## config.mk

```make
export PLATFORM = sky130hd
export DESIGN_NAME = tick_timer_bank
export DESIGN_NICKNAME = d
export VERILOG_FILES = /design/src/rtl/tick_pkg.sv /design/src/rtl/tick_prescaler.sv /design/src/rtl/tick_timer_bank.sv
export SDC_FILE = /design/constraint.sdc
export NUM_CORES = 1
export LEC_CHECK = 0
export BUFFER_PORTS_ARGS = -buffer_cell sky130_fd_sc_hd__buf_2
export CAP_MARGIN = 5
export CELL_PAD_IN_SITES_DETAIL_PLACEMENT = 0
export CELL_PAD_IN_SITES_GLOBAL_PLACEMENT = 2
export CORE_ASPECT_RATIO = 0.8
export CORE_MARGIN = 3
export CORE_UTILIZATION = 32
export CTS_CLUSTER_DIAMETER = 80
export CTS_CLUSTER_SIZE = 10
export DETAILED_ROUTE_END_ITERATION = 8
export GPL_TIMING_DRIVEN = 0
export PLACE_DENSITY = 0.81
export SYNTH_ARGS = -nofsm -noshare
export SYNTH_HDL_FRONTEND = slang
export SYNTH_SLANG_ARGS = --single-unit
```

## constraint.sdc

```tcl
create_clock -name clk -period 3.3 [get_ports clk]
set_clock_uncertainty 0.2 [all_clocks]
set_input_delay 0.165 -clock clk [delete_from_list [all_inputs] [get_ports clk]]
set_output_delay 0.165 -clock clk [all_outputs]
set_load 0.01 [all_outputs]
```

## src/rtl/tick_pkg.sv

```systemverilog
// Shared types and helpers for the tick timer bank: channel FSM states,
// channel run modes and the prescaler divide-ratio calculation.
package tick_pkg;

  typedef enum logic {CH_IDLE, CH_RUN} ch_state_t;

  typedef enum logic {MODE_PERIODIC, MODE_ONESHOT} ch_mode_t;

  // Divide ratio from system clock to base tick; 0 flags an unusable tick rate.
  function automatic int calc_div(input int clk_hz, input int tick_hz);
    if (tick_hz <= 0) begin
      return 0;
    end
    return clk_hz / tick_hz;
  endfunction

endpackage

```

## src/rtl/tick_prescaler.sv

```systemverilog
// Base-tick prescaler: a $clog2(DIV)-bit counter wrapping 0..DIV-1 whose
// terminal count is decoded into a one-cycle base_tick. pause holds the count.
module tick_prescaler
  import tick_pkg::*;
#(
  parameter int CLK_HZ       = 100_000_000,
  parameter int BASE_TICK_HZ = 1000
) (
  input  logic clk,
  input  logic rst,
  input  logic pause,
  output logic base_tick
);

  localparam int DIV   = calc_div(CLK_HZ, BASE_TICK_HZ);
  localparam int PSC_W = (DIV >= 2) ? $clog2(DIV) : 1;
  localparam logic [PSC_W-1:0] LAST = PSC_W'(DIV - 1);

  if ((DIV < 2) || ((CLK_HZ % BASE_TICK_HZ) != 0)) begin : g_bad_div
    $error("tick_prescaler: CLK_HZ/BASE_TICK_HZ must be an integer >= 2");
  end

  logic [PSC_W-1:0] r_count;
  logic             w_at_last;

  assign w_at_last = (r_count == LAST);

  // NOTE: sequential state is written with non-blocking assignments so every
  // flop samples the pre-edge value regardless of process ordering.
  always_ff @(posedge clk) begin
    if (rst) begin
      r_count <= '0;
    end else if (!pause) begin
      r_count <= w_at_last ? '0 : r_count + 1'b1;
    end
  end

  // Holding the count while paused means release resumes with no lost tick.
  assign base_tick = w_at_last && !pause;

endmodule

```

## src/rtl/tick_timer_bank.sv

```systemverilog
// Bank of N_CH independent countdown timers clocked by a shared base tick.
// Optional build macro TICK_BANK_PAUSE_EN adds a pause input that freezes
// the prescaler (and hence every channel) while start/stop stay live.
module tick_timer_bank
  import tick_pkg::*;
#(
  parameter int CLK_HZ       = 100_000_000,
  parameter int BASE_TICK_HZ = 1000,
  parameter int N_CH         = 4,
  parameter int CNT_W        = 16
) (
  input  logic                  clk,
  input  logic                  rst,
`ifdef TICK_BANK_PAUSE_EN
  input  logic                  pause,
`endif
  output logic                  base_tick,
  input  logic [N_CH-1:0]       ch_start,
  input  logic [N_CH-1:0]       ch_stop,
  input  logic [N_CH-1:0]       ch_mode,
  input  logic [N_CH*CNT_W-1:0] ch_period,
  output logic [N_CH-1:0]       ch_tick,
  output logic [N_CH-1:0]       ch_busy,
  output logic [N_CH*CNT_W-1:0] ch_remaining
);

  if ((N_CH < 1) || (N_CH > 16)) begin : g_bad_nch
    $error("tick_timer_bank: N_CH must be in 1..16");
  end

  logic w_pause;
  logic w_base_tick;

`ifdef TICK_BANK_PAUSE_EN
  assign w_pause = pause;
`else
  assign w_pause = 1'b0;
`endif

  tick_prescaler #(
    .CLK_HZ       (CLK_HZ),
    .BASE_TICK_HZ (BASE_TICK_HZ)
  ) u_prescaler (
    .clk       (clk),
    .rst       (rst),
    .pause     (w_pause),
    .base_tick (w_base_tick)
  );

  assign base_tick = w_base_tick;

  for (genvar g = 0; g < N_CH; g++) begin : g_ch
    ch_state_t        r_state, w_state_nxt;
    ch_mode_t         r_mode, w_mode_nxt;
    logic [CNT_W-1:0] r_reload, w_reload_nxt;
    logic [CNT_W-1:0] r_remaining, w_remaining_nxt;
    logic             r_tick, w_tick_nxt;
    logic [CNT_W-1:0] w_period;
    logic             w_busy;
    logic [CNT_W-1:0] w_rem_out;

    assign w_period = ch_period[g*CNT_W +: CNT_W];

    // State register.
    always_ff @(posedge clk) begin
      if (rst) begin
        r_state     <= CH_IDLE;
        r_mode      <= MODE_PERIODIC;
        r_reload    <= '0;
        r_remaining <= '0;
        r_tick      <= 1'b0;
      end else begin
        r_state     <= w_state_nxt;
        r_mode      <= w_mode_nxt;
        r_reload    <= w_reload_nxt;
        r_remaining <= w_remaining_nxt;
        r_tick      <= w_tick_nxt;
      end
    end

    // Next-state: stop beats start, start beats a coincident base tick.
    always_comb begin
      // NOTE: every signal gets a default first so no path leaves it
      // unassigned, which would otherwise infer a latch.
      w_state_nxt     = r_state;
      w_mode_nxt      = r_mode;
      w_reload_nxt    = r_reload;
      w_remaining_nxt = r_remaining;
      w_tick_nxt      = 1'b0;

      if (ch_stop[g]) begin
        w_state_nxt     = CH_IDLE;
        w_remaining_nxt = '0;
      end else if (ch_start[g]) begin
        if (w_period != '0) begin
          w_state_nxt     = CH_RUN;
          w_mode_nxt      = ch_mode_t'(ch_mode[g]);
          w_reload_nxt    = w_period;
          w_remaining_nxt = w_period;
        end else begin
          w_state_nxt     = CH_IDLE;
          w_remaining_nxt = '0;
        end
      end else if ((r_state == CH_RUN) && w_base_tick) begin
        if (r_remaining == CNT_W'(1)) begin
          w_tick_nxt = 1'b1;
          if (r_mode == MODE_ONESHOT) begin
            w_state_nxt     = CH_IDLE;
            w_remaining_nxt = '0;
          end else begin
            w_remaining_nxt = r_reload;
          end
        end else begin
          w_remaining_nxt = r_remaining - 1'b1;
        end
      end
    end

    // Outputs.
    always_comb begin
      w_busy    = (r_state == CH_RUN);
      w_rem_out = w_busy ? r_remaining : '0;
    end

    assign ch_tick[g]                      = r_tick;
    assign ch_busy[g]                      = w_busy;
    assign ch_remaining[g*CNT_W +: CNT_W]  = w_rem_out;
  end

endmodule

```

==> results of run 1 <==
[power groups by stage]
stage          sequential, W  clock (W)  combinational (W)
6_report             0.00206    0.00201           0.000900
5_1_grt              0.00207    0.00212            0.00101
4_1_cts              0.00205    0.00205           0.000890
3_5_place_dp         0.00210          0           0.000818
3_3_place_gp         0.00210          0           0.000822
2_1_floorplan        0.00207          0           0.000564
[cells in the mapped netlist, drive strengths merged (6+ instances only)]
| cell type | n |
|---|---|
| nor3 | 43 |
| nand2b | 10 |
| a211oi | 16 |
| nand4 | 12 |
| nor2 | 95 |
| or2 | 7 |
| buf | 18 |
| or4 | 7 |
| mux2i | 19 |
| ha | 9 |
| o21ai | 70 |
| dfxtp | 157 |
| inv | 18 |
| and3 | 8 |
| a221oi | 17 |
| nor4 | 30 |
| a31oi | 13 |
| nor2b | 6 |
| xnor2 | 26 |
| nand2 | 159 |
| o31ai | 6 |
| a21oi | 132 |
| and2 | 64 |
| xor2 | 27 |
| nand3 | 20 |
| nor3b | 7 |
| clkbuf | 68 |
[state kept, by name, summed over array words and instances, names as in the netlist]
| register | flops |
|---|---|
| g_ch.r_reload | 64 |
| g_ch.r_remaining | 64 |
| u_prescaler.r_count | 17 |
| g_ch.r_state | 4 |
| g_ch.r_mode | 4 |
| g_ch.r_tick | 4 |
[repair_timing]
item,CTS,global route
hold buffers,73,0
hold endpoints to repair,133,0
endpoints found under the setup margin,6,35
gates cloned,0,0
pin swaps,0,1
gates resized for setup,1,8
setup buffers,0,2
[per-stage QoR]
stage          util (%)  power [W]  hold slack [ns]  worst slack [ns]  instance area, um^2
5_1_grt            42.5    0.00520           0.0947           0.00749                11200
3_3_place_gp       37.2    0.00292            0.212           -0.0414                 9830
2_1_floorplan         -    0.00263           0.0425             0.768                 8640
4_1_cts            42.2    0.00499           0.0396             0.114                11200
6_report           42.5    0.00497           0.0702             0.222                11200
3_5_place_dp       37.2    0.00291            0.221           -0.0801                 9830
[layout by cell type, fill, tap and decap left out, types with 7 or more instances in the layout]
cell type	n
buf_2	154
nor3_1	40
xor2_1	27
o21ai_0	70
a31oi_1	13
nand2b_1	10
clkbuf_1	69
a21oi_1	132
a211oi_1	16
a221oi_1	17
nand4_1	12
nor2_1	94
buf_4	11
and3_1	8
mux2i_1	19
inv_1	18
nand3_1	20
dlygate4sd3_1	73
dfxtp_1	157
ha_1	9
nor4_1	24
clkbuf_16	17
or2_2	7
and2_1	63
nand2_1	159
xnor2_1	26
[cells by family after synthesis]
kind of cell	after synthesis	share of synthesized area [%]
simple gates	490	28.3
buf+inv	107	5.23
fa+ha+maj	9	1.30
flops	157	36.4
mux	20	2.33
xor+xnor	53	5.37
compound gates	303	21.1
[per-layer routing]
| layer | GRT usage (%) | vias up |
|---|---|---|
| li1 | - | 4531 |
| met1 | 32.2 | 4201 |
| met2 | 30.5 | 263 |
| met3 | 3.58 | 31 |
| met4 | 4.89 | 0 |
| met5 | 0 | - |
[area by class of cell]
type                       instances  area, um^2
fill                            2809       15200
multi-input combinational        875        5100
sequential                       157        3140
timing repair buffer             223        1490
clock buffer                      20         447
tap                              357         447
buffer                            86         373
clock inverter                    12         139
inverter                          21        78.8
[path summary, 6_finish.rpt]
path / start / end / slack, ns / cells past startpoint
min: ch_start[0] / g_ch[0].r_remaining[3] / 0.07 / 4
max reg2reg: g_ch[3].r_remaining[2] / g_ch[3].r_remaining[13] / 0.22 / 7
max: g_ch[3].r_remaining[2] / g_ch[3].r_remaining[13] / 0.22 / 7
min reg2reg: u_prescaler.r_count[0] / u_prescaler.r_count[0] / 0.24 / 1
[critical path, stage by stage, from the launching register on]
cell      delay, ns
dfxtp_1        0.39
nor3_2         0.46
nand4b_1       0.35
or2_2          0.37
clkbuf_1       0.25
nor3_1         0.54
a22oi_1        0.23
a31oi_1        0.22
==> parameters.txt, run 1 <==
Parameter                              Value

Outcome
  Status ... finished, final reports clean

Synthesis
  Proportion of synthesized chip area in sequential cells ... 36.4%
  Synthesized area ... 0.00864 mm^2
  Flip-flop and latch count after synthesis ... 157
  Share of the synthesized area in the top cell type ... 36.4%
  Post-synth top flop ... dfxtp_1
  Count of synthesis-stage warnings from yosys ... 0
  Post-Syn Area per Cell ... 7.58 um^2
  Synthesized instance count ... 1,139
  Number of synthesized flops with an enable pin ... 0
  Post-synth net total ... 1,226
  Cell types with the largest area share after synthesis ... dfxtp_1 (36%), a21oi_1 (7.6%), nand2_1 (6.9%), and2_1 (4.6%), nor2_1 (4.1%)
  Netlist cell types ... 66
  Cell accounting for the most synthesized area ... dfxtp_1
  Share of synthesized registers carrying an async set or reset ... 0%

Timing
  Hold violation count in the final report ... 0
  Period utilisation layout ... 93.3%
  Setup repair after global routing missed its margin ... false
  Peak clock frequency supported by timing ... 325 MHz
  Max-slew headroom ... 34.9%
  Worst Max-Slew Pin Slew ... 0.964 ns
  Setup total negative slack ... 0 ns
  Final setup violation count ... 0
  Final Max Slew Viols ... 0
  Period minus WS final ... 3.08 ns

Power
  Combinational power share ... 18.1%
  Reg power frac ... 41.4%
  Clock Power Share ... 40.5%
  P_int ... 0.00350 W
  Net Switching ... 0.00147 W
  Switching Share ... 29.6%
  Power Dens Cells ... 443 mW/mm^2
  Worst ir drop on vdd ... 385 uV
  Leakage power ... 4.45 nW

Routing
  Via-to-Cell Ratio ... 5.15
  Wire length on met3 ... 1690 um
  DR pass1 iterations ... 5
  Via count ... 9,026
  Met1 wire length ... 15,500 um
  WL met2 ... 12,700 um
  Post-detailed-route DRC marker count ... 0
  Uppermost signal routing layer after detailed routing ... met4
  Drt initial violations ... 623
  Average wire per standard cell ... 17.3 um
  Remaining antenna violation count ... 0
  Wire length reported by the detailed router ... 30,400 um

Cells and area
  Number of antenna repair diodes ... 0
  Cell Count, Final, Fillers Out ... 1,751
  Growth of design area from synthesis to finish ... 29.8%
  Number of nets in the finished design ... 1,468
  Fraction of layout instances using a drive strength above 1 ... 16.0%

Worst setup path
  Crit start category ... register
  Required time of the critical path ... 3.47 ns
  Maximum fanout count along the critical path ... 8
  Worst Setup End Kind ... register
  Arrival time at the worst endpoint ... 3.24 ns
  Critical setup path kind ... reg2reg

Placement
  Gp weighted congestion ... 0.838
  Number of I/O port buffers ... 148
  Detail Placement HPWL ... 22,200 um
  Post-Place Cells ... 1,644

Worst hold path
  HP Class ... in2reg

Clock tree
  Longest Clk Path Bufs ... 2
  Skew-Pair Late Insertion Delay ... 0.44 ns
  Number of buffers inserted during clock tree synthesis ... 17
  TritonCTS clock tree ... done
  H-tree depth ... 4
  Clock-pin slew on the worst setup and hold paths ... 0.07 ns
  Root buffer cell ... clkbuf_16
  Clock tree sinks ... 157

Floorplan
  Overall die width ... 190 um
  Core area ... 0.0264 mm^2
  Area of the die ... 0.0290 mm^2
  IO Pins ... 151
  Starting utilization of the core area ... 32.7%
  Die span in y ... 153 um
  Number of rows in the core area ... 53

Global route
  Remaining Overflow, GRT ... 0
  Via count of the first global-routing pass ... 8,860
  Wire length of the first global-routing pass ... 49,200 um
  Pin count of the biggest net entering global routing ... 17
  Initial antenna violation count ... 0
  Global routing usage summed across all routing layers ... 21.0%

Run
  MaxCap Viol Count ... 0
No activity file was read; power rests on OpenSTA's default activity.
==> inputs of run 2 (changes only) <==
ABC_AREA = 1   (was default)
CORE_UTILIZATION = 31   (was 32)
PLACE_DENSITY = 0.83   (was 0.81)
==> parameters.txt, run 2 <==
Parameter                              Value

Synthesis
  Synthesized area ... 0.00999 mm^2 (+16%)
  Netlist cell types ... 37 (-44%)
  Number of synthesized flops with an enable pin ... 0 (unchanged)
  Cell accounting for the most synthesized area ... dfxtp_1
  Share of synthesized registers carrying an async set or reset ... 0% (unchanged)
  Proportion of synthesized chip area in sequential cells ... 31.5% (-4.9 points)
  Count of synthesis-stage warnings from yosys ... 0 (unchanged)
  Flip-flop and latch count after synthesis ... 157 (unchanged)
  Cell types with the highest counts after synthesis ... nand2_1 (431), nor2_1 (215), inv_1 (189)
  Post-Syn Area per Cell ... 6.17 um^2 (-19%)
  Post-synth top flop ... dfxtp_1
  Share of the synthesized area in the top cell type ... 31.5% (-4.9 points)
  Post-synth net total ... 1,706 (+39%)
  Synthesized instance count ... 1,619 (+42%)
  Cell types with the largest area share after synthesis ... dfxtp_1 (31%), nand2_1 (16%), nor2_1 (8.1%), nand3_1 (7.3%), inv_1 (7.1%)
  Library cell with the highest instance count after synthesis ... nand2_1

Floorplan
  Die span in y ... 167 um (+8.9%)
  Starting utilization of the core area ... 31.7% (-1.1 points)
  Area of the die ... 0.0344 mm^2 (+19%)
  Number of rows in the core area ... 58 (+9.4%)
  Core area ... 0.0316 mm^2 (+20%)
  IO Pins ... 151 (unchanged)
  Overall die width ... 207 um (+9.0%)

Routing
  Remaining antenna violation count ... 0 (unchanged)
  DR pass1 iterations ... 5 (unchanged)
  Wire length reported by the detailed router ... 34,800 um (+15%)
  Average wire per standard cell ... 15.1 um (-13%)
  Post-detailed-route DRC marker count ... 0 (unchanged)
  Drt initial violations ... 684 (+9.8%)
  Via-to-Cell Ratio ... 4.75 (-7.9%)
  Via count ... 10.9k (+21%)

Worst setup path
  Startpoint of the worst setup timing path ... ch_period[2]
  Required time of the critical path ... 3.42 ns (-0.05 ns)
  Crit start category ... input pin
  Slowest stage cell, crit path ... dlygate4sd3_1
  Most frequent cell on the critical path ... dlygate4sd3_1
  Worst Setup End Kind ... register
  Maximum fanout count along the critical path ... 8 (unchanged)
  Critical setup path kind ... in2reg
  Reg2reg start ... u_prescaler.r_count[0]
  Cells along the critical path ... dlygate4sd3_1, buf_2, inv_1, nand4_1, nor2_1, nand3_2, nand3_1, dlygate4sd3_1, a21oi_1, dlygate4sd3_1
  Arrival time at the worst endpoint ... 2.89 ns (-0.35 ns)
  Crit-path max cell delay ... 0.57 ns (+0.03 ns)

Global route
  Wire length of the first global-routing pass ... 55,500 um (+13%)
  Initial antenna violation count ... 0 (unchanged)
  Pin count of the biggest net entering global routing ... 17 (unchanged)
  Global routing usage summed across all routing layers ... 20.1% (-0.97 points)
  Remaining Overflow, GRT ... 0 (unchanged)
  Via count of the first global-routing pass ... 10.3k (+16%)

Cells and area
  Regs by FF count ... g_ch.r_reload (64), g_ch.r_remaining (64), u_prescaler.r_count (17)
  Most frequent standard cell in the layout excluding fill and tap cells ... nand2_1
  Fill cell total of the finished layout ... 3,505 (+25%)
  Layout Utilization ... 40.3% (-2.2 points)
  Number of nets in the finished design ... 1,956 (+33%)
  Number of antenna repair diodes ... 0 (unchanged)
  Commonest non-fill, non-tap cells in the layout ... nand2_1 (431), nor2_1 (215), inv_1 (189), buf_2 (158), dfxtp_1 (157)
  Growth of design area from synthesis to finish ... 27.3%
  Fraction of layout instances using a drive strength above 1 ... 13.8% (-2.2 points)

Timing
  Period minus WS final ... 2.76 ns (-0.313 ns)
  Peak clock frequency supported by timing ... 362 MHz (+11%)
  Max-slew headroom ... 50.4% (+15 points)
  Period utilisation layout ... 83.8% (-9.5 points)
  Final setup violation count ... 0 (unchanged)
  Final Max Slew Viols ... 0 (unchanged)
  Setup repair after global routing missed its margin ... false
  Setup total negative slack ... 0 ns (unchanged)
  Hold violation count in the final report ... 0 (unchanged)
  Worst Max-Slew Pin Slew ... 0.745 ns (-0.219 ns)

Placement
  Detail Placement HPWL ... 26,700 um (+20%)
  Number of I/O port buffers ... 146 (-1.4%)
  Gp weighted congestion ... 0.828 (-1.2%)

Worst hold path
  HP Class ... reg2reg
  Startpoint of the worst hold path ... u_prescaler.r_count[0]

Clock tree
  Number of buffers inserted during clock tree synthesis ... 17 (unchanged)
  Root buffer cell ... clkbuf_16
  Post-cts repair resize count ... 0 (-1)
  TritonCTS clock tree ... done
  Longest Clk Path Bufs ... 2 (unchanged)
  H-tree depth ... 4 (unchanged)
  Skew-Pair Late Insertion Delay ... 0.44 ns (about the same)
  Clock tree sinks ... 157 (unchanged)
  Clock-pin slew on the worst setup and hold paths ... 0.07 ns (about the same)

Power
  Worst ir drop on vdd ... 368 uV (-4.5%)
  Leakage power ... 6.53 nW (+47%)
  Power Dens Cells ... 412 mW/mm^2 (-7.1%)

Outcome
  Status ... finished, final reports clean

Run
  MaxCap Viol Count ... 0 (unchanged)
-- run 2: cell count changes after synthesis, sizes merged, moves of 23 or more --
cell / delta
clkbuf: -41
nor4: -25
o21ai: +48
a21oi: -32
nor2: +144
buf: +25
nand2: +281
inv: +178
nand3: +128
nand4: +23
nor3: -28
and2: -64
-- run 2: logic make-up (layout without fill, tap and decap cells) --
| group | Yosys count | after routing | synth area share, % |
|---|---|---|---|
| XOR/XNOR | 28 | 28 | 2.45 |
| AO/OA/AOI/OAI | 224 | 224 | 11.4 |
| multiplexers | 41 | 41 | 4.11 |
| buffers and inverters | 269 | 532 | 11.2 |
| AND/OR/NAND/NOR | 891 | 891 | 38.3 |
| adder cells (fa/ha/maj) | 9 | 9 | 1.13 |
| flip-flops | 157 | 157 | 31.5 |
-- run 2: what timing repair did --
action	4_1_cts	5_1_grt
endpoints found under the hold margin	131	0
hold buffers	85	0
buffers inserted	0	0
-- run 2: power breakdown --
group          switching [W]  leakage (nW)  internal (W)  total, W
combinational       0.000660          4.94      0.000404   0.00106
sequential         0.0000930          1.29       0.00198   0.00208
clock               0.000927         0.296       0.00117   0.00209
total                0.00168          6.53       0.00355   0.00523
-- run 2: metal layers --
metal | part of all wire (%) | up-vias | track usage, % | wire length, um
met2 | 43 | 250 | 30.4 | 14800
met5 | 0 | - | 0 | 0
met3 | 4.2 | 40 | 2.64 | 1460
met1 | 52 | 4960 | 30.2 | 18000
met4 | 1.5 | 0 | 4.48 | 524
li1 | - | 5673 | - | -
-- run 2: layout make-up --
| cell class | instances | area, um^2 | area share, % |
|---|---|---|---|
| multi-input cells | 1193 | 5740 | 45.1 |
| flip-flops and latches | 157 | 3140 | 24.7 |
| repair buffers | 231 | 1580 | 12.4 |
| inverters | 199 | 747 | 5.87 |
| well taps | 420 | 526 | 4.13 |
| clock buffers | 18 | 439 | 3.45 |
| plain buffers | 70 | 368 | 2.89 |
| clock inverters | 14 | 178 | 1.40 |
-- run 2: critical path: cells and delay by family --
| kind | cells | cell delay [ns] |
|---|---|---|
| AO/OA/AOI/OAI | 1 | 0.07 |
| AND/OR/NAND/NOR | 4 | 0.74 |
| buffers and inverters | 5 | 1.91 |
-- run 2: through the flow --
step	area (um^2)	worst slack, ns	instances	total power, W	hold slack (ns)
after floorplan	9990	1.57	1619	0.00279	0.0681
after global placement	11200	1.07	2185	0.00310	0.195
after detailed placement	11200	1.08	2185	0.00310	0.199
after CTS	12700	0.606	2302	0.00527	0.250
after global routing	12700	0.482	2302	0.00552	0.275
final	12700	0.535	2302	0.00523	0.251
-- run 2: final timing paths --
| path | endpoint | slack [ns] | cells past startpoint |
|---|---|---|---|
| setup / recovery | g_ch[0].r_reload[15] | 0.54 | 10 |
| hold / removal | u_prescaler.r_count[0] | 0.25 | 1 |
| setup reg to reg | g_ch[3].r_remaining[12] | 1.09 | 9 |
| hold reg to reg | u_prescaler.r_count[0] | 0.25 | 1 |
==> inputs of run 3 (changes only) <==
ABC_AREA = 0   (was 1)
CORE_UTILIZATION = 32   (was 31)
PLACE_DENSITY = 0.81   (was 0.83)
clock period = 2.61 ns   (was 3.3 ns; I/O delays follow)
==> parameters.txt, run 3 (synthesis gave the netlist of run 1 again) <==
Parameter                              Value

Cells and area
  Commonest non-fill, non-tap cells in the layout ... nand2_1 (156), dfxtp_1 (151), buf_2 (149), a21oi_1 (125), nor2_1 (91)
  Regs by FF count ... g_ch.r_reload (64), g_ch.r_remaining (64), u_prescaler.r_count (17)
  Number of antenna repair diodes ... 0 (unchanged)
  Combined area of the multi-input logic cells ... 0.00546 mm^2 (-4.8%)
  Fraction of layout instances using a drive strength above 1 ... 21.8% (+8.0 points)
  Number of nets in the finished design ... 1,482 (-24%)
  Growth of design area from synthesis to finish ... 36.9%
  Area taken by flip-flops and latches ... 0.00316 mm^2 (+0.40%)
  Fill cell total of the finished layout ... 2,756 (-21%)
  Most frequent standard cell in the layout excluding fill and tap cells ... nand2_1

Power
  Net Switching ... 0.00192 W (+14%)
  Worst ir drop on vdd ... 488 uV (+33%)
  Reg power frac ... 40.7% (+1.0 points)
  Switching Share ... 30.0% (-2.1 points)
  Leakage power ... 4.67 nW (-28%)
  Power consumption ... 0.00641 W (+23%)
  Clock Power Share ... 39.7% (-0.3 points)
  P_int ... 0.00449 W (+26%)
  Combinational power share ... 19.7% (-0.6 points)
  Power Dens Cells ... 542 mW/mm^2 (+32%)

Worst hold path
  Startpoint of the worst hold path ... ch_start[0]
  Hold Crit Depth ... 4 (+3)
  Hold EP ... g_ch[0].r_remaining[7]
  HP Class ... in2reg

Routing
  Via-to-Cell Ratio ... 5.21 (+9.8%)
  Uppermost signal routing layer after detailed routing ... met4
  Remaining antenna violation count ... 0 (unchanged)
  Drt initial violations ... 711 (+3.9%)
  Post-detailed-route DRC marker count ... 0 (unchanged)
  WL met2 ... 13,100 um (-11%)
  Met1 wire length ... 16,100 um (-11%)
  Wire length on met3 ... 1730 um (+18%)
  Wire length reported by the detailed router ... 31,400 um (-9.7%)
  Average wire per standard cell ... 17.8 um (+18%)
  DR pass1 iterations ... 7 (+2)
  Via count ... 9,199 (-16%)

Worst setup path
  Crit-path max cell delay ... 0.57 ns (about the same)
  Reg2reg start ... g_ch[0].r_remaining[2]
  Crit start category ... register
  R2r setup slk ... -0.08 ns (-1.17 ns)
  End of the worst register-to-register path ... g_ch[0].r_remaining[11]
  Cells along the critical path ... or4_1, or4_4, nor3b_4, buf_6, buf_8, nor3_4, a221oi_2, a21oi_1
  Arrival time at the worst endpoint ... 2.81 ns (-0.08 ns)
  Worst Setup End Kind ... register
  Required time of the critical path ... 2.73 ns (-0.69 ns)
  Maximum fanout count along the critical path ... 7 (-1)
  Slowest stage cell, crit path ... or4_4
  Cell depth of the worst flop-to-flop path ... 8 (-1)
  Critical setup path kind ... reg2reg

Floorplan
  Number of rows in the core area ... 53 (-8.6%)
  Core area ... 0.0264 mm^2 (-16%)
  IO Pins ... 151 (unchanged)
  Die span in y ... 153 um (-8.2%)
  Starting utilization of the core area ... 32.7% (+1.1 points)
  Area of the die ... 0.0290 mm^2 (-16%)
  Overall die width ... 190 um (-8.2%)

Clock tree
  Clock-pin slew on the worst setup and hold paths ... 0.07 ns (about the same)
  Clock tree sinks ... 157 (unchanged)
  Number of buffers inserted during clock tree synthesis ... 17 (unchanged)
  H-tree depth ... 4 (unchanged)
  Root buffer cell ... clkbuf_16
  TritonCTS clock tree ... done
  Skew-Pair Late Insertion Delay ... 0.44 ns (about the same)
  Longest Clk Path Bufs ... 2 (unchanged)

Global route
  Remaining Overflow, GRT ... 0 (unchanged)
  Wire length of the first global-routing pass ... 50,200 um (-9.7%)
  Pin count of the biggest net entering global routing ... 17 (unchanged)
  Global routing usage summed across all routing layers ... 21.5% (+1.5 points)
  Via count of the first global-routing pass ... 8,933 (-13%)
  Initial antenna violation count ... 0 (unchanged)

Placement
  Detail Placement HPWL ... 22,200 um (-17%)
  Number of I/O port buffers ... 148 (+1.4%)
  Gp weighted congestion ... 0.838 (+1.2%)

Outcome
  Violations in the final reports ... setup timing
  Status ... finished, violations left

Timing
  Max-slew headroom ... 35.2% (-15 points)
  Final setup violation count ... 7 (+7)
  Worst Max-Slew Pin Slew ... 0.964 ns (+0.219 ns)
  Setup repair after global routing missed its margin ... true
  Peak clock frequency supported by timing ... 372 MHz
  Period utilisation layout ... 103%
  Hold violation count in the final report ... 0 (unchanged)
  Worst-case hold slack ... 0.0393 ns (-0.211 ns)
  Period minus WS final ... 2.69 ns
  Final Max Slew Viols ... 0 (unchanged)
  Worst Slack Setup Final ... -0.0790 ns (-0.614 ns)

Run
  MaxCap Viol Count ... 0 (unchanged)
-- run 3: cell count changes in the layout (fill, tap and decap cells not counted), sizes merged, moves of 23 or more --
cell	change
nand2	-281
inv	-182
nor2	-144
nand3	-128
and2	+64
o21ai	-48
clkbuf	+35
a21oi	+32
nor3	+28
nor4	+25
nand4	-23
-- run 3: routing by layer --
layer  up-vias  GRT usage [%]
met3        37           3.67
met1      4321           33.1
li1       4568              -
met4         0           5.14
met2       273           31.0
met5         -              0
-- run 3: worst max-delay path, delay by kind of cell, from the launching register on --
family	cells	cell delay [ns]
and+or+nand+nor	4	1.32
AOI/OAI and AO/OA	2	0.37
DFF	1	0.35
buffers and inverters	2	0.32
-- run 3: power groups by stage --
stage | clock, W | sequential (W) | combinational [W]
after CTS | 0.00259 | 0.00260 | 0.00119
after global placement | 0 | 0.00265 | 0.00104
after floorplan | 0 | 0.00262 | 0.000713
final | 0.00254 | 0.00261 | 0.00126
after global routing | 0.00269 | 0.00262 | 0.00139
after detailed placement | 0 | 0.00265 | 0.00103
-- run 3: layout make-up --
class	instances	area share, %
plain buffers	79	3.49
clock buffers	20	3.78
clock inverters	12	1.17
inverters	21	0.698
multi-input cells	875	46.2
flip-flops and latches	157	26.7
well taps	357	3.78
repair buffers	244	14.2
-- run 3: what timing repair did --
item	in CTS	in global routing
buffers inserted	15	6
endpoints found under the setup margin	83	106
gates cloned	1	2
endpoints found under the hold margin	138	0
gates resized for setup	63	67
pin swaps	16	21
hold buffers	73	0
-- run 3: how the worst max path moves through the flow --
stage               slack, ns  depth (start not counted)                       to                    start
floorplan                0.08                          7          g_ch[0].r_state   g_ch[0].r_remaining[7]
global placement        -0.73                          8  g_ch[2].r_remaining[10]  u_prescaler.r_count[15]
detailed placement      -0.77                          8  g_ch[2].r_remaining[10]  u_prescaler.r_count[15]
CTS                     -0.03                          8  g_ch[0].r_remaining[11]   g_ch[0].r_remaining[3]
global route            -0.16                          8  g_ch[1].r_remaining[10]   g_ch[1].r_remaining[0]
finish                  -0.08                          8  g_ch[0].r_remaining[11]   g_ch[0].r_remaining[2]
-- run 3: stage by stage --
| stage | instance area, um^2 | worst slack [ns] | util (%) | setup TNS [ns] | instances |
|---|---|---|---|---|---|
| floorplan | 8640 | 0.0776 | - | 0 | 1139 |
| global placement | 9830 | -0.731 | 37.2 | -40.21 | 1644 |
| detailed placement | 9830 | -0.770 | 37.2 | -41.50 | 1644 |
| CTS | 11500 | -0.0300 | 43.6 | -0.0657 | 1762 |
| global route | 11800 | -0.155 | 44.8 | -1.38 | 1765 |
| finish | 11800 | -0.0790 | 44.8 | -0.262 | 1765 |
